[src/rtl/axis_byte_deser_pkg.sv]
// Shared UART timing package.
// Holds the UART receiver sample constants and the helpers that turn the
// clock frequency and bit rate into byte-time and inter-byte timeout
// lengths, expressed in clock cycles. It also holds the saturating
// increment used by the drop counter.
package axis_byte_deser_pkg;

    // Receiver oversampling and the mid-bit sample point used by uart_rx.
    localparam int UART_OVERSAMPLE  = 16;
    localparam int UART_SAMPLE_MID  = UART_OVERSAMPLE / 2;

    // Each UART frame carries one start bit and one stop bit around the data.
    localparam int UART_FRAME_EXTRA = 2;

    // Clock cycles taken by one UART frame of data_width data bits.
    function automatic real byte_time_clks(real clk_freq, int baud_rate, int data_width);
        return clk_freq / real'(baud_rate) * real'(data_width + UART_FRAME_EXTRA);
    endfunction

    // Inter-byte gap, rounded to the nearest whole clock cycle.
    function automatic int timeout_clks(real clk_freq, int baud_rate,
                                        int data_width, int timeout_bytes);
        return $rtoi(byte_time_clks(clk_freq, baud_rate, data_width)
                     * real'(timeout_bytes) + 0.5);
    endfunction

    // 8-bit increment that sticks at all-ones instead of wrapping.
    function automatic logic [7:0] sat_inc8(logic [7:0] value);
        if (value == 8'hFF) begin
            return 8'hFF;
        end else begin
            return value + 8'd1;
        end
    endfunction

endpackage

[src/rtl/axis_byte_deser_idle_timer.sv]
// Inter-byte idle timer.
// Counts clock cycles while enabled. expire_o is high for the single cycle
// in which the count sits at LIMIT-1 and the timer is neither cleared nor
// disabled. clear_i has priority over enable_i.
// Ports:
//   clk      - clock
//   arstn    - asynchronous active-low reset
//   clear_i  - return the count to zero
//   enable_i - advance the count
//   expire_o - limit reached this cycle
module idle_timer #(
    parameter int LIMIT = 2
) (
    input  logic clk,
    input  logic arstn,
    input  logic clear_i,
    input  logic enable_i,
    output logic expire_o
);

    localparam int            CW   = $clog2(LIMIT + 1);
    localparam logic [CW-1:0] LAST = CW'(LIMIT - 1);

    logic [CW-1:0] count_q;
    logic [CW-1:0] count_d;

    // Next count and expiry decode.
    always_comb begin
        count_d  = count_q;
        expire_o = 1'b0;
        if (clear_i) begin
            count_d = '0;
        end else if (enable_i) begin
            if (count_q == LAST) begin
                // Hold at the limit; the owner clears the timer after expiry.
                expire_o = 1'b1;
            end else begin
                count_d = count_q + 1'b1;
            end
        end else begin
            count_d = count_q;
        end
    end

    // Count register.
    always_ff @(posedge clk or negedge arstn) begin
        if (!arstn) begin
            count_q <= '0;
        end else begin
            count_q <= count_d;
        end
    end

endmodule

[src/rtl/axis_byte_deser.sv]
// AXI-Stream byte-to-word deserialiser for a UART receive path.
// Packs PKT_BYTES bytes big-endian into one output word. A partial word is
// abandoned on an upstream error or when the inter-byte gap exceeds
// TIMEOUT_BYTES byte-times; each abandon bumps a saturating drop counter.
// Ports:
//   clk, arstn          - clock and asynchronous active-low reset
//   s_axis_*            - byte input stream
//   err_in              - upstream frame/overrun error level
//   m_axis_*            - word output stream, registered
//   timeout_error       - one-cycle pulse when a partial word times out
//   drop_count          - saturating count of abandoned partial words
//   busy                - a partial word is being assembled
module axis_byte_deser
    import axis_byte_deser_pkg::*;
#(
    parameter real CLK_FREQ      = 100_000_000.0,
    parameter int  BAUD_RATE     = 115_200,
    parameter int  DATA_WIDTH    = 8,
    parameter int  PKT_BYTES     = 4,
    parameter int  TIMEOUT_BYTES = 4
) (
    input  logic                            clk,
    input  logic                            arstn,
    input  logic [DATA_WIDTH-1:0]           s_axis_tdata,
    input  logic                            s_axis_tvalid,
    output logic                            s_axis_tready,
    input  logic                            err_in,
    output logic [DATA_WIDTH*PKT_BYTES-1:0] m_axis_tdata,
    output logic                            m_axis_tvalid,
    input  logic                            m_axis_tready,
    output logic                            timeout_error,
    output logic [7:0]                      drop_count,
    output logic                            busy
);

    localparam int            WW           = DATA_WIDTH * PKT_BYTES;
    // The last byte of a word goes straight to the output register, so the
    // shift register only needs to hold the first PKT_BYTES-1 bytes.
    localparam int            SW           = DATA_WIDTH * (PKT_BYTES - 1);
    localparam int            CW           = $clog2(PKT_BYTES + 1);
    localparam logic [CW-1:0] LAST_IDX     = CW'(PKT_BYTES - 1);
    localparam int            TIMEOUT_CLKS = timeout_clks(CLK_FREQ, BAUD_RATE,
                                                          DATA_WIDTH, TIMEOUT_BYTES);

    logic [CW-1:0] byte_count_q, byte_count_d;
    logic [SW-1:0] shift_q,      shift_d;
    logic [WW-1:0] out_data_q,   out_data_d;
    logic          out_valid_q,  out_valid_d;
    logic          timeout_q,    timeout_d;
    logic [7:0]    drop_q,       drop_d;

    logic accept_s;
    logic expire_s;
    logic timer_clear_s;
    logic timer_en_s;

    // Stall only when the final byte would need an output register that is
    // still occupied and not being drained this cycle.
    assign s_axis_tready = !((byte_count_q == LAST_IDX) && out_valid_q && !m_axis_tready);
    assign accept_s      = s_axis_tvalid && s_axis_tready;

    // An error also clears the timer so it can never expire alongside an
    // error discard and raise a spurious timeout pulse.
    assign timer_clear_s = accept_s || (byte_count_q == '0) || err_in;
    assign timer_en_s    = (byte_count_q != '0);

    idle_timer #(
        .LIMIT    (TIMEOUT_CLKS)
    ) u_idle_timer (
        .clk      (clk),
        .arstn    (arstn),
        .clear_i  (timer_clear_s),
        .enable_i (timer_en_s),
        .expire_o (expire_s)
    );

    // Word assembly, discard handling and output register next state.
    always_comb begin
        logic load_s;
        logic drop_s;
        byte_count_d = byte_count_q;
        shift_d      = shift_q;
        out_data_d   = out_data_q;
        out_valid_d  = out_valid_q;
        timeout_d    = 1'b0;
        drop_d       = drop_q;
        load_s       = 1'b0;
        drop_s       = 1'b0;

        if (err_in) begin
            // Any byte accepted alongside the error is discarded too.
            byte_count_d = '0;
            shift_d      = '0;
            if (byte_count_q != '0) begin
                drop_s = 1'b1;
            end else begin
                drop_s = 1'b0;
            end
        end else if (accept_s) begin
            // A byte on the expiry cycle wins: the timer is cleared by it.
            if (byte_count_q == LAST_IDX) begin
                byte_count_d = '0;
                shift_d      = '0;
                load_s       = 1'b1;
            end else begin
                byte_count_d = byte_count_q + 1'b1;
                shift_d      = SW'({shift_q, s_axis_tdata});
            end
        end else if (expire_s) begin
            byte_count_d = '0;
            shift_d      = '0;
            timeout_d    = 1'b1;
            drop_s       = 1'b1;
        end else begin
            byte_count_d = byte_count_q;
        end

        if (load_s) begin
            out_data_d  = {shift_q, s_axis_tdata};
            out_valid_d = 1'b1;
        end else if (out_valid_q && m_axis_tready) begin
            out_valid_d = 1'b0;
        end else begin
            out_valid_d = out_valid_q;
        end

        if (drop_s) begin
            drop_d = sat_inc8(drop_q);
        end else begin
            drop_d = drop_q;
        end
    end

    // State and output registers.
    always_ff @(posedge clk or negedge arstn) begin
        if (!arstn) begin
            byte_count_q <= '0;
            shift_q      <= '0;
            out_data_q   <= '0;
            out_valid_q  <= 1'b0;
            timeout_q    <= 1'b0;
            drop_q       <= 8'd0;
        end else begin
            byte_count_q <= byte_count_d;
            shift_q      <= shift_d;
            out_data_q   <= out_data_d;
            out_valid_q  <= out_valid_d;
            timeout_q    <= timeout_d;
            drop_q       <= drop_d;
        end
    end

    assign m_axis_tdata  = out_data_q;
    assign m_axis_tvalid = out_valid_q;
    assign timeout_error = timeout_q;
    assign drop_count    = drop_q;
    assign busy          = (byte_count_q != '0);

endmodule

[config.mk]
export PLATFORM = sky130hd
export DESIGN_NAME = axis_byte_deser
export DESIGN_NICKNAME = d
export VERILOG_FILES = /design/src/rtl/axis_byte_deser_pkg.sv /design/src/rtl/axis_byte_deser_idle_timer.sv /design/src/rtl/axis_byte_deser.sv
export SDC_FILE = /design/constraint.sdc
export NUM_CORES = 1
export LEC_CHECK = 0
export ABC_CLOCK_PERIOD_IN_PS = 2650
export CORE_UTILIZATION = 53
export DETAILED_ROUTE_END_ITERATION = 16
export PLACE_DENSITY_LB_ADDON = 0.25
export RECOVER_POWER = 25
export SYNTH_ARGS = -nofsm -noshare
export SYNTH_HDL_FRONTEND = slang
export SYNTH_SLANG_ARGS = --single-unit
[constraint.sdc]
create_clock -name clk -period 2.65 [get_ports clk]
set_input_delay 0.53 -clock clk [delete_from_list [all_inputs] [get_ports clk]]
set_output_delay 0.53 -clock clk [all_outputs]
set_load 0.05 [all_outputs]
==> impl_metrics.sql, run 1 <==
INSERT INTO impl_metrics (metric_group, metric, value, unit) VALUES
('setup_path', 'regToRegSetupSlack', '0.63', 'ns'),
('grt', 'antenna_violations_before_repair', '0', ''),
('clocking', 'clock_transition_at_the_registers_of_the_reported_paths', '0.09', 'ns'),
('yosys', 'sequential_fraction_of_the_synthesis_area', '0.5880', ''),
('finish', 'layout_common_cells', 'sky130_fd_sc_hd__dfrtp_1, sky130_fd_sc_hd__clkdlybuf4s50_1, sky130_fd_sc_hd__mux2_2', ''),
('grt', 'total_congestion_overflow_after_global_routing', '0', ''),
('grt', 'grt_start_max_net_pins', '53', ''),
('hold_path', 'timing.hold.worst.class', 'reg -> reg', ''),
('clocking', 'clock_sink_total', '85', ''),
('yosys', 'synth.distinct_cells', '41', ''),
('run_status', 'violations', 'capacitance limit, slew limit', ''),
('setup_path', 'crit_path_max_fanout', '4', ''),
('clocking', 'clockRootBuffer', 'sky130_fd_sc_hd__clkbuf_8', ''),
('sta', 'rsz0062_at_grt', 'false', ''),
('sta', 'final.setup.tns', '0', 'ns'),
('sta', 'max_freq', '403.9', 'MHz'),
('yosys', 'syn_area', '3617', 'sq um'),
('clocking', 'worstSkewPairLatency', '0.35', 'ns'),
('routing', 'drc_markers', '0', ''),
('place', 'port_buffers', '56', ''),
('yosys', 'synth_simple_gate_area_frac', '0.1304', ''),
('finish', 'mostFrequentLayoutCell', 'sky130_fd_sc_hd__dfrtp_1', ''),
('clocking', 'cts_inserted_buffers', '9', ''),
('setup_path', 'worst_ep_required_time', '2.12', 'ns'),
('clocking', 'post-cts-setup-buffer-count', '0', ''),
('run_status', 'outcome', 'finished with violations', ''),
('floorplanning', 'rows', '29', ''),
('setup_path', 'worstPathCellList', 'inv_1 -> ha_1 -> nand2b_1 -> clkdlybuf4s50_1', ''),
('floorplanning', 'die-width', '84.62', 'microns'),
('sta', 'worst_max_slew_pin_slew', '1.958', 'ns'),
('setup_path', 'path_delay_family', 'buffers and inverters', ''),
('yosys', 'synth_enable_flop_cells', '0', ''),
('job', 'drv_cap', '1', ''),
('sta', 'setup_ws', '0.1744', 'ns'),
('yosys', 'synth.avg_cell_area', '13.25', 'sq um'),
('setup_path', 'crit_path_capture_type', 'output port', ''),
('setup_path', 'timing.rr.start', 'u_idle_timer.count_q[1]', ''),
('power', 'total_power', '3.026', 'mW'),
('finish', 'antenna_cells_inserted', '0', ''),
('sta', 'timing.final.crit_share', '0.9342', ''),
('floorplanning', 'top_level_ports', '57', ''),
('setup_path', 'setup.worst_path.class', 'reg -> out', ''),
('yosys', 'syn-num-nets', '291', ''),
('routing', 'drt-initial-drc-count', '98', ''),
('floorplanning', 'die_span_y', '84.62', 'microns'),
('clocking', 'cts_hold_buf', '0', ''),
('yosys', 'synth_xor_area_frac', '0.02906', ''),
('hold_path', 'hp-start', 'shift_q[17]', ''),
('setup_path', 'worst_setup_path_start_kind', 'flip-flop', ''),
('clocking', 'cts_tree', 'yes', ''),
('yosys', 'synthesis.instances', '273', ''),
('sta', 'finClkSkew', '0.01154', 'ns'),
('routing', 'drt_pass1_iterations', '10', ''),
('floorplanning', 'fp.dieArea', '7160', 'sq um'),
('sta', 'final_max_slew_viol_count', '34', ''),
('finish', 'number_of_nets_in_the_finished_design', '355', ''),
('setup_path', 'timing.critical_path.arrival', '1.95', 'ns'),
('finish', 'drive_gt1_frac', '0.2047', ''),
('place', 'pre_cts_ws', '0.3666', 'ns'),
('sta', 'slew_headroom', '-0.3054', ''),
('setup_path', 'cp.buffers_inverters', '2', ''),
('yosys', 'synth_top_family_by_area', 'simple AND/OR/NAND/NOR gates', ''),
('sta', 'finalSetupViolCount', '0', ''),
('routing', 'vias', '2383', ''),
('power', 'vdd_drop_max', '595.2', 'uV'),
('floorplanning', 'initial_utilization', '0.5601', ''),
('yosys', 'synth-compound-area-share', '0.08475', ''),
('floorplanning', 'floorplan.core_area', '6459', 'sq um'),
('clocking', 'post_cts.resized_instances', '0', ''),
('place', 'place.detailed.hpwl', '4656', 'microns'),
('yosys', 'synth_seq_cells', '85', '');
power by group:
group,total [mW],switching [mW],leakage [nW],internal (mW)
registers,1.46,0.0798,1.17,1.38
clock network,0.946,0.497,0.0973,0.449
logic,0.621,0.389,0.765,0.232
Yosys cell counts, types with 2 or more instances:
cell	n	area (sq um)
sky130_fd_sc_hd__a21oi_1	4	20.02
sky130_fd_sc_hd__a22o_1	25	219.0
sky130_fd_sc_hd__and3_1	2	12.51
sky130_fd_sc_hd__and4_1	3	26.28
sky130_fd_sc_hd__buf_2	3	15.01
sky130_fd_sc_hd__buf_8	2	30.03
sky130_fd_sc_hd__clkbuf_1	3	11.26
sky130_fd_sc_hd__dfrtp_1	85	2127
sky130_fd_sc_hd__ha_1	5	62.56
sky130_fd_sc_hd__inv_1	7	26.28
sky130_fd_sc_hd__mux2_1	2	22.52
sky130_fd_sc_hd__mux2_2	38	427.9
sky130_fd_sc_hd__nand2_1	17	63.81
sky130_fd_sc_hd__nand2b_1	5	31.28
sky130_fd_sc_hd__nand3_1	4	20.02
sky130_fd_sc_hd__nand4_1	6	37.54
sky130_fd_sc_hd__nor2_1	19	71.32
sky130_fd_sc_hd__nor3_1	4	20.02
sky130_fd_sc_hd__nor3b_1	2	15.01
sky130_fd_sc_hd__nor4_1	3	18.77
sky130_fd_sc_hd__nor4b_4	2	47.55
sky130_fd_sc_hd__o21ai_0	3	15.01
sky130_fd_sc_hd__xnor2_1	8	70.07
sky130_fd_sc_hd__xor2_1	4	35.03
logic make-up (layout without fill, tap and decap cells):
kind of cell             Yosys count  in the layout
AO/OA/AOI/OAI                     38             38
XOR/XNOR                          12             12
adder cells (fa/ha/maj)            5              5
buffers and inverters             16             85
flip-flops                        85             85
multiplexers                      40             40
AND/OR/NAND/NOR                   77             77
routing by layer:
layer	track usage	up-vias	part of all wire
li1	-	1119	-
met4	0.1002	0	0.017
met2	0.3045	50	0.47
met1	0.2807	1205	0.47
met3	0.05408	9	0.039
met5	0	-	0
worst register-to-register path, delay by kind of cell (launching register included):
family / cells / cell delay [ns]
buffers and inverters: 1 / 0.07
AO/OA/AOI/OAI: 1 / 0.30
flip-flops: 1 / 0.42
adder cells (fa/ha/maj): 1 / 0.14
multiplexers: 1 / 0.37
AND/OR/NAND/NOR: 2 / 0.60
how the worst max path moves through the flow:
stage,startpoint,to,slack [ns],depth (start not counted)
after floorplan,m_axis_tvalid,shift_q[10],0.58,7
after global placement,m_axis_tready,byte_count_q[0],0.43,7
after detailed placement,m_axis_tready,u_idle_timer.count_q[9],0.37,7
after CTS,byte_count_q[0],busy,0.16,4
after global routing,byte_count_q[0],busy,0.11,4
final,byte_count_q[0],busy,0.17,4
state kept, by name, summed over array words and instances, names as in the netlist:
signal and flops:
byte_count_q 3, drop_count 8, m_axis_tdata 32, m_axis_tvalid 1, shift_q 24, timeout_error 1, u_idle_timer.count_q 16
final cells by class:
class / count / area (sq um)
clock buffer: 9 / 123.9
clock inverter: 7 / 80.08
fill: 491 / 1972
inverter: 7 / 26.28
multi-input combinational: 172 / 1399
sequential: 85 / 2127
tap: 77 / 96.34
timing repair buffer: 62 / 634.4
metrics by stage:
stage               hold slack (ns)  cell area [sq um]
global route                 0.5144               4487
finish                       0.5080               4487
global placement             0.4855               4287
CTS                          0.1279               4491
detailed placement           0.4915               4287
floorplan                    0.2344               3617
Power figures use the tool's default switching activity.
==> run 2: changes to the inputs <==
--- a/config.mk
+++ b/config.mk
@@ -7,9 +7,11 @@
 export LEC_CHECK = 0
 export ABC_CLOCK_PERIOD_IN_PS = 2650
 export CORE_UTILIZATION = 53
+export CTS_CLUSTER_DIAMETER = 30
 export DETAILED_ROUTE_END_ITERATION = 16
 export PLACE_DENSITY_LB_ADDON = 0.25
 export RECOVER_POWER = 25
+export SETUP_SLACK_MARGIN = 0.3
 export SYNTH_ARGS = -nofsm -noshare
 export SYNTH_HDL_FRONTEND = slang
 export SYNTH_SLANG_ARGS = --single-unit
==> run 2 against run 1 <==
The run still ends with capacitance limit, slew limit left. Clock power is essentially flat. Via count is 0.21% higher. Cell count is the same. Worst setup slack gained 0.28 ns. Non-clock buffer count unchanged. Global-route usage about the same. Highest routed layer unchanged. Clock skew barely moved. Critical path depth did not move. Critical path type unchanged.
==> impl_metrics.sql, run 2 (synthesis gave the netlist of run 1 again) <==
INSERT INTO impl_metrics (metric_group, metric, value, unit) VALUES
('run_status', 'outcome', 'finished with violations', ''),
('run_status', 'violations', 'capacitance limit, slew limit', ''),
('clocking', 'worstSkewPairLatency', '0.35', 'ns'),
('finish', 'number_of_nets_in_the_finished_design', '355', ''),
('clocking', 'cts_inserted_buffers', '9', ''),
('setup_path', 'worst_setup_path_startpoint', 'byte_count_q[0]', ''),
('power', 'p_per_cell_area', '674.3', 'nW/um^2'),
('sta', 'finalHoldViolations', '0', ''),
('power', 'leakage', '2.030', 'nW'),
('setup_path', 'crit_path_capture_type', 'output port', ''),
('sta', 'period_needed', '2.198', 'ns'),
('floorplanning', 'floorplan.core_area', '6459', 'sq um'),
('floorplanning', 'fp.dieArea', '7160', 'sq um'),
('setup_path', 'worst_ep_required_time', '2.12', 'ns'),
('setup_path', 'regToRegSetupSlack', '0.63', 'ns'),
('place', 'gp_routability_congestion', '0.8394', ''),
('clocking', 'clock_transition_at_the_registers_of_the_reported_paths', '0.09', 'ns'),
('grt', 'vias_in_the_first_global_route', '2372', ''),
('setup_path', 'timing.critical_path.arrival', '1.67', 'ns'),
('sta', 'max_freq', '454.9', 'MHz'),
('floorplanning', 'rows', '29', ''),
('sta', 'worst_hold_slack', '0.5080', 'ns'),
('floorplanning', 'die_span_y', '84.62', 'microns'),
('power', 'power_switching_share', '0.3196', ''),
('routing', 'vias', '2388', ''),
('clocking', 'cts.path.max_buffers', '2', ''),
('floorplanning', 'initial_utilization', '0.5601', ''),
('power', 'p_comb_frac', '0.205', ''),
('setup_path', 'crit_path_max_fanout', '4', ''),
('grt', 'wire_length_of_the_first_global_routing_pass', '11330', 'microns'),
('routing', 'route.antenna.remaining_nets', '0', ''),
('routing', 'drc_markers', '0', ''),
('floorplanning', 'top_level_ports', '57', ''),
('routing', 'drt-initial-drc-count', '98', ''),
('power', 'internal_power', '2.058', 'mW'),
('sta', 'worst_max_slew_pin_slew', '1.959', 'ns'),
('grt', 'grt.total_usage', '0.2048', ''),
('place', 'port_buffers', '56', ''),
('power', 'vdd_drop_max', '594.1', 'uV'),
('power', 'total_switching_power', '0.9667', 'mW'),
('setup_path', 'worst_setup_path_start_kind', 'flip-flop', ''),
('finish', 'mostFrequentLayoutCell', 'sky130_fd_sc_hd__dfrtp_1', ''),
('clocking', 'clock_tree.htree_level_count', '3', ''),
('clocking', 'clock_sink_total', '85', ''),
('routing', 'drt_pass1_iterations', '10', ''),
('sta', 'slew_headroom', '-0.3058', ''),
('hold_path', 'timing.hold.worst.class', 'reg -> reg', ''),
('power', 'share_seq_of_total_power', '0.482', ''),
('clocking', 'clockRootBuffer', 'sky130_fd_sc_hd__clkbuf_8', ''),
('grt', 'grt_start_max_net_pins', '53', ''),
('setup_path', 'timing.rr.start', 'u_idle_timer.count_q[1]', ''),
('routing', 'wl_per_cell', '16.26', 'microns'),
('job', 'drv_cap', '1', ''),
('sta', 'final.setup.tns', '0', 'ns'),
('clocking', 'post-cts-setup-buffer-count', '0', ''),
('routing', 'final_wirelength', '6811', 'microns'),
('finish', 'largest_register_ffs', '32', ''),
('routing', 'routed_via_density', '5.699', ''),
('power', 'clock_power_share', '0.313', ''),
('hold_path', 'hp-start', 'shift_q[17]', ''),
('finish', 'layout_common_cells', 'sky130_fd_sc_hd__dfrtp_1, sky130_fd_sc_hd__clkdlybuf4s50_1, sky130_fd_sc_hd__mux2_2', ''),
('sta', 'finClkSkew', '0.01153', 'ns'),
('clocking', 'cts_tree', 'yes', ''),
('place', 'place.detailed.hpwl', '4656', 'microns'),
('sta', 'final_max_slew_viol_count', '34', ''),
('sta', 'rsz0062_at_grt', 'false', ''),
('sta', 'finalSetupViolCount', '0', ''),
('grt', 'antenna_violations_before_repair', '0', ''),
('grt', 'total_congestion_overflow_after_global_routing', '0', ''),
('setup_path', 'setup.worst_path.class', 'reg -> out', ''),
('finish', 'drive_gt1_frac', '0.2047', ''),
('floorplanning', 'die-width', '84.62', 'microns'),
('finish', 'antenna_cells_inserted', '0', ''),
('finish', 'flow.area_growth_from_synthesis', '24.01', '%'),
('sta', 'timing.final.crit_share', '0.8295', '');
## run 2: cell count changes in the layout (fill, tap and decap cells not counted)
cell / before / now
sky130_fd_sc_hd__clkdlybuf4s50_1: 54 / 53
sky130_fd_sc_hd__dlygate4sd2_1: 0 / 1
## run 2: worst paths after layout
check	depth (start not counted)	to
max in group asynchronous	1	u_idle_timer.count_q[11]
min in group asynchronous	1	u_idle_timer.count_q[2]
setup reg to reg	6	drop_count[0]
hold reg to reg	1	shift_q[17]
setup / recovery	4	busy
hold / removal	1	shift_q[17]
## run 2: worst max-delay path, cell delays in order (launching register included)
cell	delay (ns)
sky130_fd_sc_hd__dfrtp_1	0.36
sky130_fd_sc_hd__inv_1	0.07
sky130_fd_sc_hd__ha_1	0.19
sky130_fd_sc_hd__nand2b_1	0.15
sky130_fd_sc_hd__dlygate4sd2_1	0.55
## run 2: per-stage QoR
step	setup slack (ns)	util	cells	total power, mW	cell area, sq um
3_3_place_gp	0.4279	0.6637	403	2.090	4287
4_1_cts	0.4465	0.6951	419	3.047	4489
2_1_floorplan	0.5802	-	273	1.870	3617
3_5_place_dp	0.3666	0.6637	403	2.109	4287
5_1_grt	0.3864	0.6945	419	3.145	4486
6_report	0.4518	0.6945	419	3.025	4486
## run 2: per-layer routing
metal  part of all wire  GRT usage  routed length (microns)  vias up
met4              0.017     0.1002                      114        0
met1               0.48     0.2807                     3244     1210
met2               0.47     0.3052                     3187       50
met3              0.039    0.05408                      264        9
li1                   -          -                        -     1119
met5                  0          0                        0        -
## run 2: final cells by class
class | count | area, sq um
clock inverters | 7 | 80.08
fillers | 492 | 1973
well taps | 77 | 96.34
clock buffers | 9 | 123.9
multi-input cells | 172 | 1399
flip-flops and latches | 85 | 2127
repair buffers | 62 | 633.1
inverters | 7 | 26.28
## run 2: power by group through the flow
stage	registers [mW]	clock network [mW]	logic, mW
6_report	1.46	0.946	0.620
5_1_grt	1.47	1.02	0.654
4_1_cts	1.46	0.962	0.625
3_5_place_dp	1.49	0	0.624
3_3_place_gp	1.48	0	0.615
2_1_floorplan	1.70	0	0.169
## run 2: what timing repair did
action | 4_1_cts | 5_1_grt
gates resized for setup | 1 | 0
hold buffers | 0 | 0
setup endpoints to repair | 1 | 0
==> run 3: changes to the inputs <==
--- a/config.mk
+++ b/config.mk
@@ -5,8 +5,8 @@
 export SDC_FILE = /design/constraint.sdc
 export NUM_CORES = 1
 export LEC_CHECK = 0
-export ABC_CLOCK_PERIOD_IN_PS = 2650
-export CORE_UTILIZATION = 53
+export ABC_CLOCK_PERIOD_IN_PS = 1900
+export CORE_UTILIZATION = 48
 export CTS_CLUSTER_DIAMETER = 30
 export DETAILED_ROUTE_END_ITERATION = 16
 export PLACE_DENSITY_LB_ADDON = 0.25
==> constraint.sdc (replaced) <==
create_clock -name clk -period 1.9 [get_ports clk]
set_input_delay 0.38 -clock clk [delete_from_list [all_inputs] [get_ports clk]]
set_output_delay 0.38 -clock clk [all_outputs]
set_load 0.05 [all_outputs]
==> run 3 against run 2 <==
Flip-flop and latch count did not move. Clock power rose by 23%. Critical path type unchanged. Register-to-register slack got worse by 0.67 ns. Clock skew rose by 0.0015 ns. Via count rose by 8.3%. Routed wire length rose by 24%. Die area rose by 10%. Worst setup slack got worse by 0.50 ns. First-iteration DRC count rose by 12%. Combinational power rose by 57%. Largest power group unchanged. The flow finishes with violations (setup timing).
==> impl_metrics.sql, run 3 (synthesis gave the netlist of run 1 again) <==
INSERT INTO impl_metrics (metric_group, metric, value, unit) VALUES
('sta', 'slew_headroom', '0.6220', ''),
('clocking', 'worstSkewPairLatency', '0.35', 'ns'),
('grt', 'vias_in_the_first_global_route', '2481', ''),
('routing', 'drt-initial-drc-count', '110', ''),
('run_status', 'outcome', 'finished with violations', ''),
('setup_path', 'cp_slowest_cell', 'sky130_fd_sc_hd__dfrtp_1', ''),
('setup_path', 'cp.buffers_inverters', '3', ''),
('routing', 'vias', '2587', ''),
('clocking', 'clock_transition_at_the_registers_of_the_reported_paths', '0.09', 'ns'),
('finish', 'mostFrequentLayoutCell', 'sky130_fd_sc_hd__dfrtp_1', ''),
('clocking', 'clock_tree.htree_level_count', '3', ''),
('sta', 'setup_ws', '-0.05032', 'ns'),
('finish', 'flow.area_growth_from_synthesis', '43.89', '%'),
('floorplanning', 'die_span_y', '88.81', 'microns'),
('setup_path', 'crit_path_max_fanout', '2', ''),
('routing', 'route.antenna.remaining_nets', '0', ''),
('place', 'port_buffers', '56', ''),
('finish', 'layout_common_cells', 'sky130_fd_sc_hd__dfrtp_1, sky130_fd_sc_hd__buf_4, sky130_fd_sc_hd__mux2_2', ''),
('setup_path', 'worst_setup_path_start_kind', 'flip-flop', ''),
('sta', 'period_needed', '1.950', 'ns'),
('routing', 'routed_via_density', '5.378', ''),
('job', 'drv_cap', '0', ''),
('sta', 'finalHoldViolations', '0', ''),
('floorplanning', 'floorplan.core_area', '7253', 'sq um'),
('grt', 'antenna_violations_before_repair', '0', ''),
('power', 'p_per_cell_area', '801.9', 'nW/um^2'),
('floorplanning', 'top_level_ports', '57', ''),
('sta', 'final_max_slew_viol_count', '0', ''),
('place', 'place.detailed.hpwl', '4743', 'microns'),
('sta', 'finClkSkew', '0.01299', 'ns'),
('hold_path', 'timing.hold.worst.class', 'reg -> reg', ''),
('power', 'vdd_drop_max', '630.7', 'uV'),
('setup_path', 'setup.worst_path.class', 'reg -> out', ''),
('finish', 'largest_register_ffs', '32', ''),
('setup_path', 'timing.critical_path.arrival', '1.57', 'ns'),
('sta', 'rsz0062_at_grt', 'true', ''),
('finish', 'antenna_cells_inserted', '0', ''),
('clocking', 'clockRootBuffer', 'sky130_fd_sc_hd__clkbuf_8', ''),
('routing', 'drc_markers', '0', ''),
('finish', 'drive_gt1_frac', '0.5131', ''),
('grt', 'wire_length_of_the_first_global_routing_pass', '12540', 'microns'),
('finish', 'number_of_nets_in_the_finished_design', '395', ''),
('sta', 'max_freq', '512.7', 'MHz'),
('sta', 'finalSetupViolCount', '17', ''),
('grt', 'total_congestion_overflow_after_global_routing', '0', ''),
('run_status', 'violations', 'setup timing', ''),
('place', 'gp_routability_congestion', '0.8065', ''),
('setup_path', 'path_delay_family', 'buffers and inverters', ''),
('floorplanning', 'fp.dieArea', '7887', 'sq um'),
('setup_path', 'worst_ep_required_time', '1.52', 'ns'),
('floorplanning', 'initial_utilization', '0.4987', ''),
('grt', 'grt_start_max_net_pins', '42', ''),
('floorplanning', 'die-width', '88.81', 'microns'),
('clocking', 'cts.path.max_buffers', '2', ''),
('clocking', 'cts_tree', 'yes', ''),
('setup_path', 'crit_path_capture_type', 'output port', ''),
('power', 'total_power', '4.174', 'mW'),
('power', 'leakage', '2.391', 'nW'),
('grt', 'grt.total_usage', '0.2140', ''),
('clocking', 'cts_inserted_buffers', '9', ''),
('sta', 'worst_max_slew_pin_slew', '0.5670', 'ns'),
('place', 'pre_cts_ws', '-0.3775', 'ns'),
('routing', 'drt_pass1_iterations', '4', ''),
('setup_path', 'cpPeakStageDelay', '0.37', 'ns'),
('sta', 'timing.final.crit_share', '1.026', ''),
('setup_path', 'worstPathCellList', 'ha_2 -> and4bb_2 -> clkinvlp_4 -> buf_6 -> buf_12', ''),
('finish', 'post-route-util', '0.7176', ''),
('routing', 'wl_per_cell', '17.54', 'microns'),
('clocking', 'clock_sink_total', '85', ''),
('floorplanning', 'rows', '31', ''),
('routing', 'final_wirelength', '8435', 'microns'),
('finish', 'layout.filler_cells', '471', '');
run 3: cell count changes in the layout (fill, tap and decap cells not counted), moves of 5 or more:
cell                              change
sky130_fd_sc_hd__buf_4               +32
sky130_fd_sc_hd__buf_12               +5
sky130_fd_sc_hd__buf_6                +9
sky130_fd_sc_hd__clkdlybuf4s15_2      +8
sky130_fd_sc_hd__nor2_1              -14
sky130_fd_sc_hd__clkbuf_2            +20
sky130_fd_sc_hd__mux2_2               -5
sky130_fd_sc_hd__clkdlybuf4s50_1     -42
sky130_fd_sc_hd__nor2_4              +12
sky130_fd_sc_hd__mux2_4               +6
run 3: per-layer routing:
| metal | vias to the layer above | track usage | routed length, microns |
|---|---|---|---|
| li1 | 1197 | - | - |
| met1 | 1324 | 0.3149 | 4014 |
| met2 | 60 | 0.3168 | 4043 |
| met3 | 6 | 0.03825 | 304 |
| met4 | 0 | 0.08211 | 72 |
| met5 | - | 0 | 0 |
run 3: layout make-up:
type	count	area, sq um	share of cell area
multi-input combinational	172	1719	0.3303
sequential	85	2132	0.4096
clock buffer	9	123.9	0.02380
clock inverter	7	48.80	0.009375
tap	99	123.9	0.02380
timing repair buffer	102	1025	0.1969
inverter	7	32.53	0.006250
run 3: worst register-to-register path: cells and delay by family, from the launching register on:
family / cells / cell delay [ns]
buf+inv: 3 / 0.41
fa+ha+maj: 1 / 0.19
flops: 1 / 0.37
mux: 1 / 0.27
simple gates: 2 / 0.58
run 3: report_power, final:
group,total (mW),switching (mW),internal [mW]
Clock,1.16,0.679,0.480
Combinational,0.973,0.604,0.369
Sequential,2.04,0.114,1.93
Total,4.17,1.40,2.78
run 3: timing repair:
action                                  4_1_cts  5_1_grt
setup buffers                                13        3
endpoints found under the hold margin        20        0
hold buffers                                  1        0
pin swaps                                    16       21
gates resized for setup                     116       48
endpoints found under the setup margin      108      106
cloned                                        2        4
run 3: worst paths after layout:
kind                       depth (start not counted)             start               end  slack, ns
setup / recovery                                   5   byte_count_q[0]     s_axis_tready      -0.05
hold / removal                                     1  m_axis_tdata[27]  m_axis_tdata[27]       0.51
setup reg to reg                                   7   byte_count_q[0]  m_axis_tdata[25]      -0.04
hold reg to reg                                    1  m_axis_tdata[27]  m_axis_tdata[27]       0.51
max in group asynchronous                          3             arstn  m_axis_tdata[10]       0.32
min in group asynchronous                          2             arstn     timeout_error       0.54
run 3: metrics by stage:
step / hold slack [ns] / TNS, ns / std cells / area [sq um]
final: 0.5084 / -0.3051 / 481 / 5205
after global routing: 0.5252 / -2.142 / 481 / 5205
after CTS: 0.4602 / -0.01880 / 474 / 5054
after detailed placement: 0.3006 / -9.748 / 442 / 4503
after global placement: 0.2934 / -8.817 / 442 / 4503
after floorplan: 0.08441 / 0 / 273 / 3679
